==> src/rtl/exec_pkg.sv <==
// ----------------------------------------------------------------------------
// exec_pkg
// Shared definitions for the multiply/divide execution unit:
//   - req_op operation encodings
//   - fwd_sel operand-source encodings
//   - FSM state enumeration
//   - small decode helpers used by the datapath
// ----------------------------------------------------------------------------
package exec_pkg;

    // Operation codes carried on req_op
    localparam logic [2:0] OP_MULT  = 3'b000;
    localparam logic [2:0] OP_MULTU = 3'b001;
    localparam logic [2:0] OP_DIV   = 3'b010;
    localparam logic [2:0] OP_DIVU  = 3'b011;
    localparam logic [2:0] OP_MTHI  = 3'b100;
    localparam logic [2:0] OP_MTLO  = 3'b101;
    localparam logic [2:0] OP_MFHI  = 3'b110;
    localparam logic [2:0] OP_MFLO  = 3'b111;

    // Operand source selects carried on fwd_sel_a / fwd_sel_b
    localparam logic [1:0] FWD_REG     = 2'b00;
    localparam logic [1:0] FWD_WB      = 2'b01;
    localparam logic [1:0] FWD_MEM     = 2'b10;
    localparam logic [1:0] FWD_REG_ALT = 2'b11;

    // Control FSM states
    typedef enum logic [1:0] {
        ST_IDLE = 2'd0,
        ST_RUN  = 2'd1,
        ST_FIX  = 2'd2
    } state_t;

    // True for the two divide operations
    function automatic logic op_is_div(input logic [2:0] op);
        return (op == OP_DIV) || (op == OP_DIVU);
    endfunction

    // True for the two signed operations
    function automatic logic op_is_signed(input logic [2:0] op);
        return (op == OP_MULT) || (op == OP_DIV);
    endfunction

endpackage

==> src/rtl/operand_fwd_mux.sv <==
// ----------------------------------------------------------------------------
// operand_fwd_mux
// Selects one execution operand from the register file or one of the two
// forwarding paths.
//   i_sel   : source select (00 reg, 01 wb, 10 mem, 11 reg)
//   i_reg   : register-file value
//   i_wb    : write-back stage forwarded value
//   i_mem   : memory stage forwarded value
//   o_data  : selected operand
// ----------------------------------------------------------------------------
module operand_fwd_mux
    import exec_pkg::*;
#(
    parameter int DATA_W = 32
) (
    input  logic [1:0]        i_sel,
    input  logic [DATA_W-1:0] i_reg,
    input  logic [DATA_W-1:0] i_wb,
    input  logic [DATA_W-1:0] i_mem,
    output logic [DATA_W-1:0] o_data
);

    always_comb begin
        o_data = i_reg;
        case (i_sel)
            FWD_WB:  o_data = i_wb;
            FWD_MEM: o_data = i_mem;
            default: o_data = i_reg;   // 00 and 11 both take the register file
        endcase
    end

endmodule

==> src/rtl/exec_muldiv.sv <==
// ----------------------------------------------------------------------------
// exec_muldiv
// Iterative multiply/divide unit owning the architectural HI/LO registers.
// All state changes on the falling edge of clk; rst is asynchronous.
//
// Ports:
//   clk, rst           : clock, asynchronous active-high reset
//   stop_debug         : freezes every register while high
//   req_valid, req_op  : request strobe and operation code
//   reg_a, reg_b       : register-file operands
//   mem_result         : memory-stage forwarded value
//   wb_result          : write-back-stage forwarded value
//   fwd_sel_a/b        : operand source selects
//   busy               : an operation is in flight (FSM not IDLE)
//   stall              : request present while busy; requester must hold it
//   done               : one-cycle completion pulse
//   div_by_zero        : pulses with done when a divide had a zero divisor
//   hi, lo             : architectural HI/LO
//   rd_data            : MFHI/MFLO read value (hi for MFHI, otherwise lo)
//
// Handshake: a request is taken on a falling edge with req_valid=1, busy=0
// and stop_debug=0. While busy, stall=req_valid and the request is ignored.
// ----------------------------------------------------------------------------
module exec_muldiv
    import exec_pkg::*;
#(
    parameter int DATA_W = 32
) (
    input  logic              clk,
    input  logic              rst,
    input  logic              stop_debug,
    input  logic              req_valid,
    input  logic [2:0]        req_op,
    input  logic [DATA_W-1:0] reg_a,
    input  logic [DATA_W-1:0] reg_b,
    input  logic [DATA_W-1:0] mem_result,
    input  logic [DATA_W-1:0] wb_result,
    input  logic [1:0]        fwd_sel_a,
    input  logic [1:0]        fwd_sel_b,
    output logic              busy,
    output logic              stall,
    output logic              done,
    output logic              div_by_zero,
    output logic [DATA_W-1:0] hi,
    output logic [DATA_W-1:0] lo,
    output logic [DATA_W-1:0] rd_data
);

    localparam int                CNT_W    = $clog2(DATA_W + 1);
    localparam logic [CNT_W-1:0]  CNT_LOAD = CNT_W'(DATA_W);
    localparam logic [CNT_W-1:0]  CNT_LAST = CNT_W'(1);

    // ------------------------------------------------------------------
    // Operand selection
    // ------------------------------------------------------------------
    logic [DATA_W-1:0] w_opa;
    logic [DATA_W-1:0] w_opb;

    operand_fwd_mux #(.DATA_W(DATA_W)) u_fwd_a (
        .i_sel  (fwd_sel_a),
        .i_reg  (reg_a),
        .i_wb   (wb_result),
        .i_mem  (mem_result),
        .o_data (w_opa)
    );

    operand_fwd_mux #(.DATA_W(DATA_W)) u_fwd_b (
        .i_sel  (fwd_sel_b),
        .i_reg  (reg_b),
        .i_wb   (wb_result),
        .i_mem  (mem_result),
        .o_data (w_opb)
    );

    // ------------------------------------------------------------------
    // Registers
    // ------------------------------------------------------------------
    state_t            r_state;
    logic [CNT_W-1:0]  r_cnt;
    logic [DATA_W-1:0] r_hi;
    logic [DATA_W-1:0] r_lo;
    logic [DATA_W-1:0] r_work_hi;   // partial product high half / remainder
    logic [DATA_W-1:0] r_work_lo;   // multiplier shifting out / quotient shifting in
    logic [DATA_W-1:0] r_opnd_b;    // multiplicand or divisor magnitude
    logic              r_is_div;
    logic              r_is_signed;
    logic              r_sign_a;
    logic              r_sign_b;
    logic              r_dbz;       // pending operation is a divide by zero
    logic              r_done;
    logic              r_dbz_out;

    // ------------------------------------------------------------------
    // Combinational control and datapath
    // ------------------------------------------------------------------
    logic                w_accept;
    logic                w_signed_op;
    logic                w_sign_a;
    logic                w_sign_b;
    logic [DATA_W-1:0]   w_abs_a;
    logic [DATA_W-1:0]   w_abs_b;
    logic [DATA_W:0]     w_sum;
    logic [DATA_W:0]     w_shift;
    logic [DATA_W:0]     w_diff;
    logic [2*DATA_W-1:0] w_prod_neg;
    logic [DATA_W-1:0]   w_quo_neg;
    logic [DATA_W-1:0]   w_rem_neg;

    assign busy     = (r_state != ST_IDLE);
    assign stall    = req_valid & busy;
    assign w_accept = req_valid & ~busy & ~stop_debug;

    always_comb begin
        w_signed_op = op_is_signed(req_op);
        w_sign_a    = w_signed_op & w_opa[DATA_W-1];
        w_sign_b    = w_signed_op & w_opb[DATA_W-1];
        // The most-negative value maps to itself, which is its correct
        // unsigned magnitude.
        w_abs_a     = w_sign_a ? -w_opa : w_opa;
        w_abs_b     = w_sign_b ? -w_opb : w_opb;

        // Multiply step: conditionally add multiplicand into the high half,
        // then shift the whole product right by one (carry enters the top).
        w_sum = {1'b0, r_work_hi} + (r_work_lo[0] ? {1'b0, r_opnd_b} : {(DATA_W+1){1'b0}});

        // Restoring divide step: shift next dividend bit into the remainder
        // and trial-subtract. Because remainder < divisor, a nonnegative
        // difference never sets the top bit, so w_diff[DATA_W] is the borrow.
        w_shift = {r_work_hi, r_work_lo[DATA_W-1]};
        w_diff  = w_shift - {1'b0, r_opnd_b};

        w_prod_neg = -{r_work_hi, r_work_lo};
        w_quo_neg  = -r_work_lo;
        w_rem_neg  = -r_work_hi;
    end

    // ------------------------------------------------------------------
    // Control FSM and datapath registers
    // ------------------------------------------------------------------
    always_ff @(negedge clk or posedge rst) begin
        if (rst) begin
            r_state     <= ST_IDLE;
            r_cnt       <= '0;
            r_hi        <= '0;
            r_lo        <= '0;
            r_work_hi   <= '0;
            r_work_lo   <= '0;
            r_opnd_b    <= '0;
            r_is_div    <= 1'b0;
            r_is_signed <= 1'b0;
            r_sign_a    <= 1'b0;
            r_sign_b    <= 1'b0;
            r_dbz       <= 1'b0;
            r_done      <= 1'b0;
            r_dbz_out   <= 1'b0;
        end else if (!stop_debug) begin
            r_done    <= 1'b0;
            r_dbz_out <= 1'b0;
            case (r_state)
                ST_IDLE: begin
                    if (w_accept) begin
                        case (req_op)
                            OP_MTHI: r_hi <= w_opa;
                            OP_MTLO: r_lo <= w_opa;
                            OP_MULT, OP_MULTU, OP_DIV, OP_DIVU: begin
                                r_is_div    <= op_is_div(req_op);
                                r_is_signed <= w_signed_op;
                                r_sign_a    <= w_sign_a;
                                r_sign_b    <= w_sign_b;
                                r_work_hi   <= '0;
                                r_work_lo   <= w_abs_a;
                                r_opnd_b    <= w_abs_b;
                                if (op_is_div(req_op) && (w_opb == '0)) begin
                                    // Skip the iterations; FIX only signals.
                                    r_dbz   <= 1'b1;
                                    r_state <= ST_FIX;
                                end else begin
                                    r_dbz   <= 1'b0;
                                    r_cnt   <= CNT_LOAD;
                                    r_state <= ST_RUN;
                                end
                            end
                            default: ;   // MFHI/MFLO are served by rd_data
                        endcase
                    end
                end

                ST_RUN: begin
                    if (r_is_div) begin
                        if (w_diff[DATA_W]) begin
                            r_work_hi <= w_shift[DATA_W-1:0];
                            r_work_lo <= {r_work_lo[DATA_W-2:0], 1'b0};
                        end else begin
                            r_work_hi <= w_diff[DATA_W-1:0];
                            r_work_lo <= {r_work_lo[DATA_W-2:0], 1'b1};
                        end
                    end else begin
                        r_work_hi <= w_sum[DATA_W:1];
                        r_work_lo <= {w_sum[0], r_work_lo[DATA_W-1:1]};
                    end
                    r_cnt <= r_cnt - CNT_LAST;
                    if (r_cnt == CNT_LAST) begin
                        r_state <= ST_FIX;
                    end
                end

                ST_FIX: begin
                    r_done <= 1'b1;
                    if (r_dbz) begin
                        r_dbz_out <= 1'b1;
                    end else if (r_is_div) begin
                        r_lo <= (r_is_signed && (r_sign_a ^ r_sign_b)) ? w_quo_neg : r_work_lo;
                        r_hi <= (r_is_signed && r_sign_a) ? w_rem_neg : r_work_hi;
                    end else if (r_is_signed && (r_sign_a ^ r_sign_b)) begin
                        {r_hi, r_lo} <= w_prod_neg;
                    end else begin
                        r_hi <= r_work_hi;
                        r_lo <= r_work_lo;
                    end
                    r_dbz   <= 1'b0;
                    r_state <= ST_IDLE;
                end

                default: r_state <= ST_IDLE;
            endcase
        end
    end

    assign done        = r_done;
    assign div_by_zero = r_dbz_out;
    assign hi          = r_hi;
    assign lo          = r_lo;
    assign rd_data     = (req_op == OP_MFHI) ? r_hi : r_lo;

endmodule

==> config.mk <==
export PLATFORM = sky130hd
export DESIGN_NAME = exec_muldiv
export DESIGN_NICKNAME = d
export VERILOG_FILES = /design/src/rtl/exec_pkg.sv /design/src/rtl/operand_fwd_mux.sv /design/src/rtl/exec_muldiv.sv
export SDC_FILE = /design/constraint.sdc
export NUM_CORES = 1
export LEC_CHECK = 0
export CAP_MARGIN = 20
export CORE_AREA = 3 3 182 184
export DETAILED_ROUTE_END_ITERATION = 7
export DIE_AREA = 0 0 185 187
export PLACE_DENSITY = 0.79
export SYNTH_ARGS = -nofsm -noshare
export SYNTH_HDL_FRONTEND = slang
export SYNTH_SLANG_ARGS = --single-unit
==> constraint.sdc <==
create_clock -name clk -period 5.8 [get_ports clk]
set_input_delay 1.45 -clock clk [delete_from_list [all_inputs] [get_ports clk]]
set_output_delay 1.45 -clock clk [all_outputs]
set_load 0.05 [all_outputs]
# ---- Word level (Yosys, flattened, before mapping)
# Index checks and enable logic that the tools add are counted.
dict set report word_totals {
  elab_cells 115
  register_bits 175
  in_bits 139
  output_inout_bits 100
}
dict set report classes {
  bitwise_logic 8
  add_sub_neg 8
  eq_ne 20
  n_reduce_logical 19
  n_mux 46
}
# operator n
set ops {}
lappend ops {{$mux 32} 23}
lappend ops {{$pmux 32 s2} 6}
lappend ops {{$neg 32->32} 4}
lappend ops {{$neg 64->64} 1}
lappend ops {{$add 32x32->33} 1}
lappend ops {{$sub 33x32->33} 1}
lappend ops {{$logic_not 32->1} 1}
lappend ops {{$mux 6} 3}
lappend ops {{$reduce_and 4->1} 4}
lappend ops {{$reduce_and 5->1} 3}
lappend ops {{$pmux 6 s2} 1}
lappend ops {{$eq 3x3->1 const B} 3}
lappend ops {{$mux 2} 4}
lappend ops {{$ne 2x2->1 const B} 4}
lappend ops {{$mux 1} 7}
lappend ops {{$eq 2x1->1 const B} 3}
lappend ops {{$eq 2x2->1 const B} 3}
lappend ops {{$eq 3x2->1 const B} 2}
lappend ops {{$eq 6x1->1 const B} 1}
lappend ops {{$ne 2x1->1 const B} 3}
lappend ops {{$reduce_bool 2->1} 3}
lappend ops {{$sub 6x1->6 const B} 1}
lappend ops {{$and 1x1->1} 5}
lappend ops {{$pmux 2 s2} 1}
lappend ops {{9 further kinds} 13}

# ---- Depth between registers and ports, before layout
dict set report logic_depth {
  word_depth 8
  depth_mapped 18
  depth_no_buf 14
}

# ---- By module
# From an unflattened synthesis, not the netlist that was laid out.
dict set report hier_totals {
  cells_unflattened 2115
  hier_area_um2 16203.0
}
# module seq_area_each_um2 area_each_um2 cells_each n_inst
set by_module_without_submodules {}
lappend by_module_without_submodules {exec_muldiv 4379.2 14929.3 1889 1}
lappend by_module_without_submodules {operand_fwd_mux 0.0 636.9 113 2}

==> out/results.tsv <==
metric	value	unit
synth-compound-area-share	27.36	%
path_buf_inv	3	
fin_tns_setup	-55.15	ns
ir_drop	0.6584	mV
drc_errors	0	
ys.flop_type	dfrtn_1	
hold_class	register to register	
tritoncts	yes	
core	0.03156	mm²
post-route-util	78.20	%
regArea	0.004379	mm²
crit_path_max_fanout	8	
total_power	12.40	mW
synth-seq-cells	175	
hold_viol	0	
synth-xor-area-share	9.577	%
clock_sinks	175	
die_w	185	µm
layout.nets	2824	
hold_buffers	0	
cap_viol_max_count	0	
die-area	0.03460	mm²
vias	19484	
yosysWarnings	0	
end_kind	register	
reg2reg_depth	14	
dpl_cell_area	0.02137	mm²
crit_path_top_delay_cell	or4_4	
r2r_end	r_work_hi[20]	
fin_cells	3023	
gp_congestion	1.089	
crit_family	simple AND/OR/NAND/NOR gates	
cp_data_arrival_time	4.41	ns
seq_area_frac_synth	27.21	%
port_buffers	238	
track_usage	38.16	%
slew_headroom	18.96	%
fillers	2017	
dpl.cell_count	2882	
synth_cell_types	78	
synthArstFlopShare	100.0	%
routedWlPerCell	24.09	µm
pre_cts_ws	-2.009	ns
synth_area_leaders	dfrtn_1 (27%), o21ai_0 (7.6%), a21oi_1 (5.8%), ha_1 (5.8%), nand2_1 (5.7%)	
synth_nets	2328	
clk_pin_slew_worst_paths	0.06	ns
hold_depth	2	
clockBufferDepth	2	
die_h	187	µm
antenna_cells	0	
avgSynthCellArea	7.617	µm²
grt_max_degree	70	
root_buffer	clkbuf_16	
path_cells	buf_6 -> buf_6 -> ha_4 -> buf_6 -> a221o_1 -> o21ai_1 -> nand4_1 -> or4_4 -> or3_4 -> nor3_4 -> a21oi_2 -> nand2_2 -> nor4_1 -> or3_1	
io_pins	239	
rows	65	
syn_inst	2113	
synthMuxAreaShare	5.706	%
dr.pass1.iters	6	
ant_nets	0	
rsz0062_at_grt	true	
r2r-start	r_work_lo[31]	
numCtsBuffers	17	
synth_top_cell_by_area	dfrtn_1	
drt_iter0_drc	2337	
yosys.area_share.simple	19.00	%
grt_pass1_vias	18180	
clk-insertion-delay-late	0.42	ns
hpwl	51590	µm
worst_slack	-1.254	ns
r2r_setup_slack	1.27	ns
worstSetupStartpointType	input port	
grt_pass1_wl	103600	µm
drv_slew	0	
htreeDepth	4	
routed_wirelength	72840	µm
synth_top_family_by_area	compound AO/OA/AOI/OAI gates	
p_per_area	502.6	mW/mm²
multiInputGateArea	0.01271	mm²
design_area	0.02468	mm²
critical_path_class	input port to register	
hold_slack	0.4371	ns
synth-edff-count	0	
violations	setup timing	
worstPathRequired	3.16	ns
initial_core_util	51.01	%
crit_top_cell	buf_6	
viasPerCell	6.445	
layout-drive-gt1-share	32.43	%
syn_to_final_growth	53.31	%
finalSetupViolCount	112	
leakage	11.14	nW
antenna_found_initial	3	
skew	0.01110	ns
cpPeakStageDelay	0.54	ns
synth_top_cell_area_share	27.21	%
hold_end	r_opnd_b[15]	
grt_overflow	0	
yosys.area_share.adder	6.001	%
tightestPinTransition	1.213	ns
synth_area	0.01610	mm²
min_from	r_opnd_b[15]	
status	complete, but fails checks	
## synth_stat cells, types with 5 or more instances
library cell  number
o211ai_1           9
or2_2             16
ha_1              74
a22oi_1           45
nand2b_1          13
o21ai_0          246
o22ai_1            5
a221oi_1          16
a2111oi_0          5
o21a_1             9
nor2_1           192
nand2_1          244
nor3_1            39
a221o_1           24
a22o_1             9
and3_1            14
buf_1             11
nor2b_1           31
a31oi_1           22
a211oi_1           6
a21oi_1          188
nand4_1           12
nand3_1           30
o21ai_1           48
a21o_1            31
inv_1             67
or4_1              9
mux2_2            38
nor3b_1            7
o21bai_1           6
o31ai_1           17
clkbuf_1         108
xnor2_1           88
mux2i_1           49
or3_1             12
dfrtn_1          175
and2_1            15
buf_2             14
nor4_1            13
xor2_1            88
a21boi_0           6
## layout make-up
cell class	count	area share (%)
Clock inverter	14	0.6896
Inverter	69	1.197
Clock buffer	17	1.724
Sequential cell	175	17.75
Multi-Input combinational cell	1732	51.52
Timing Repair Buffer	614	25.09
Tap cell	402	2.038
## where the power goes
part           leakage (nW)  internal [mW]  switching [mW]
Combinational          8.61           3.46            5.25
Sequential             2.25           1.78           0.732
Clock                 0.283          0.615           0.571
Total                  11.1           5.85            6.55
## timing repair
| item | in CTS | in global routing |
|---|---|---|
| resized for setup | 327 | 191 |
| pin swaps | 105 | 128 |
| gates cloned | 4 | 3 |
| buffers inserted | 88 | 64 |
| setup endpoints to repair | 160 | 156 |
## flip-flops by register name (all words and copies together), names as in the netlist, 2 cells and up
register	flops
r_opnd_b	32
hi	32
lo	32
r_work_hi	32
r_cnt	6
r_state	2
r_work_lo	32
## metal layers
metal	share of wire [%]	track usage, %	up-vias
met3	9.8	7.312	312
li1	-	-	8564
met2	46	60.75	1344
met5	0.021	0	-
met1	37	48.88	9262
met4	7.1	20.43	2
## placed cells by master, fill, tap and decap left out, types with 57 or more instances in the layout
cell               n
buf_6            100
o21ai_0          110
ha_1              68
buf_4            308
xor2_1            85
dfrtn_1          175
o21ai_1          141
buf_12            57
nand2_1          219
clkdlybuf4s50_1  111
inv_1             61
nor2_1           154
a21oi_1          132
xnor2_1           74
## kinds of logic (layout without fill, tap and decap cells)
kind of cell	count (synthesis)	count (layout)
muxes	87	87
adders and majority gates	76	76
buffers and inverters	207	714
xor gates and xnor gates	176	176
AOI/OAI and AO/OA	729	729
and+or+nand+nor	663	664
DFF	175	175
## how the worst max path moves through the flow
stage,start,end,slack [ns],cells past startpoint
floorplan,fwd_sel_b[1],r_cnt[5],-1.69,17
global placement,fwd_sel_b[1],r_cnt[5],-1.99,16
detailed placement,fwd_sel_b[1],r_cnt[5],-2.01,15
CTS,fwd_sel_b[1],r_cnt[5],-1.09,14
global route,fwd_sel_b[1],r_cnt[5],-1.32,14
finish,fwd_sel_b[1],r_cnt[5],-1.25,14
## tightest hold or removal path, stage by stage (launching register included)
cell	delay, ns
dfrtn_1	0.41
nand2_1	0.05
o21ai_1	0.06
Note: power is estimated with default switching activity, not from simulation.
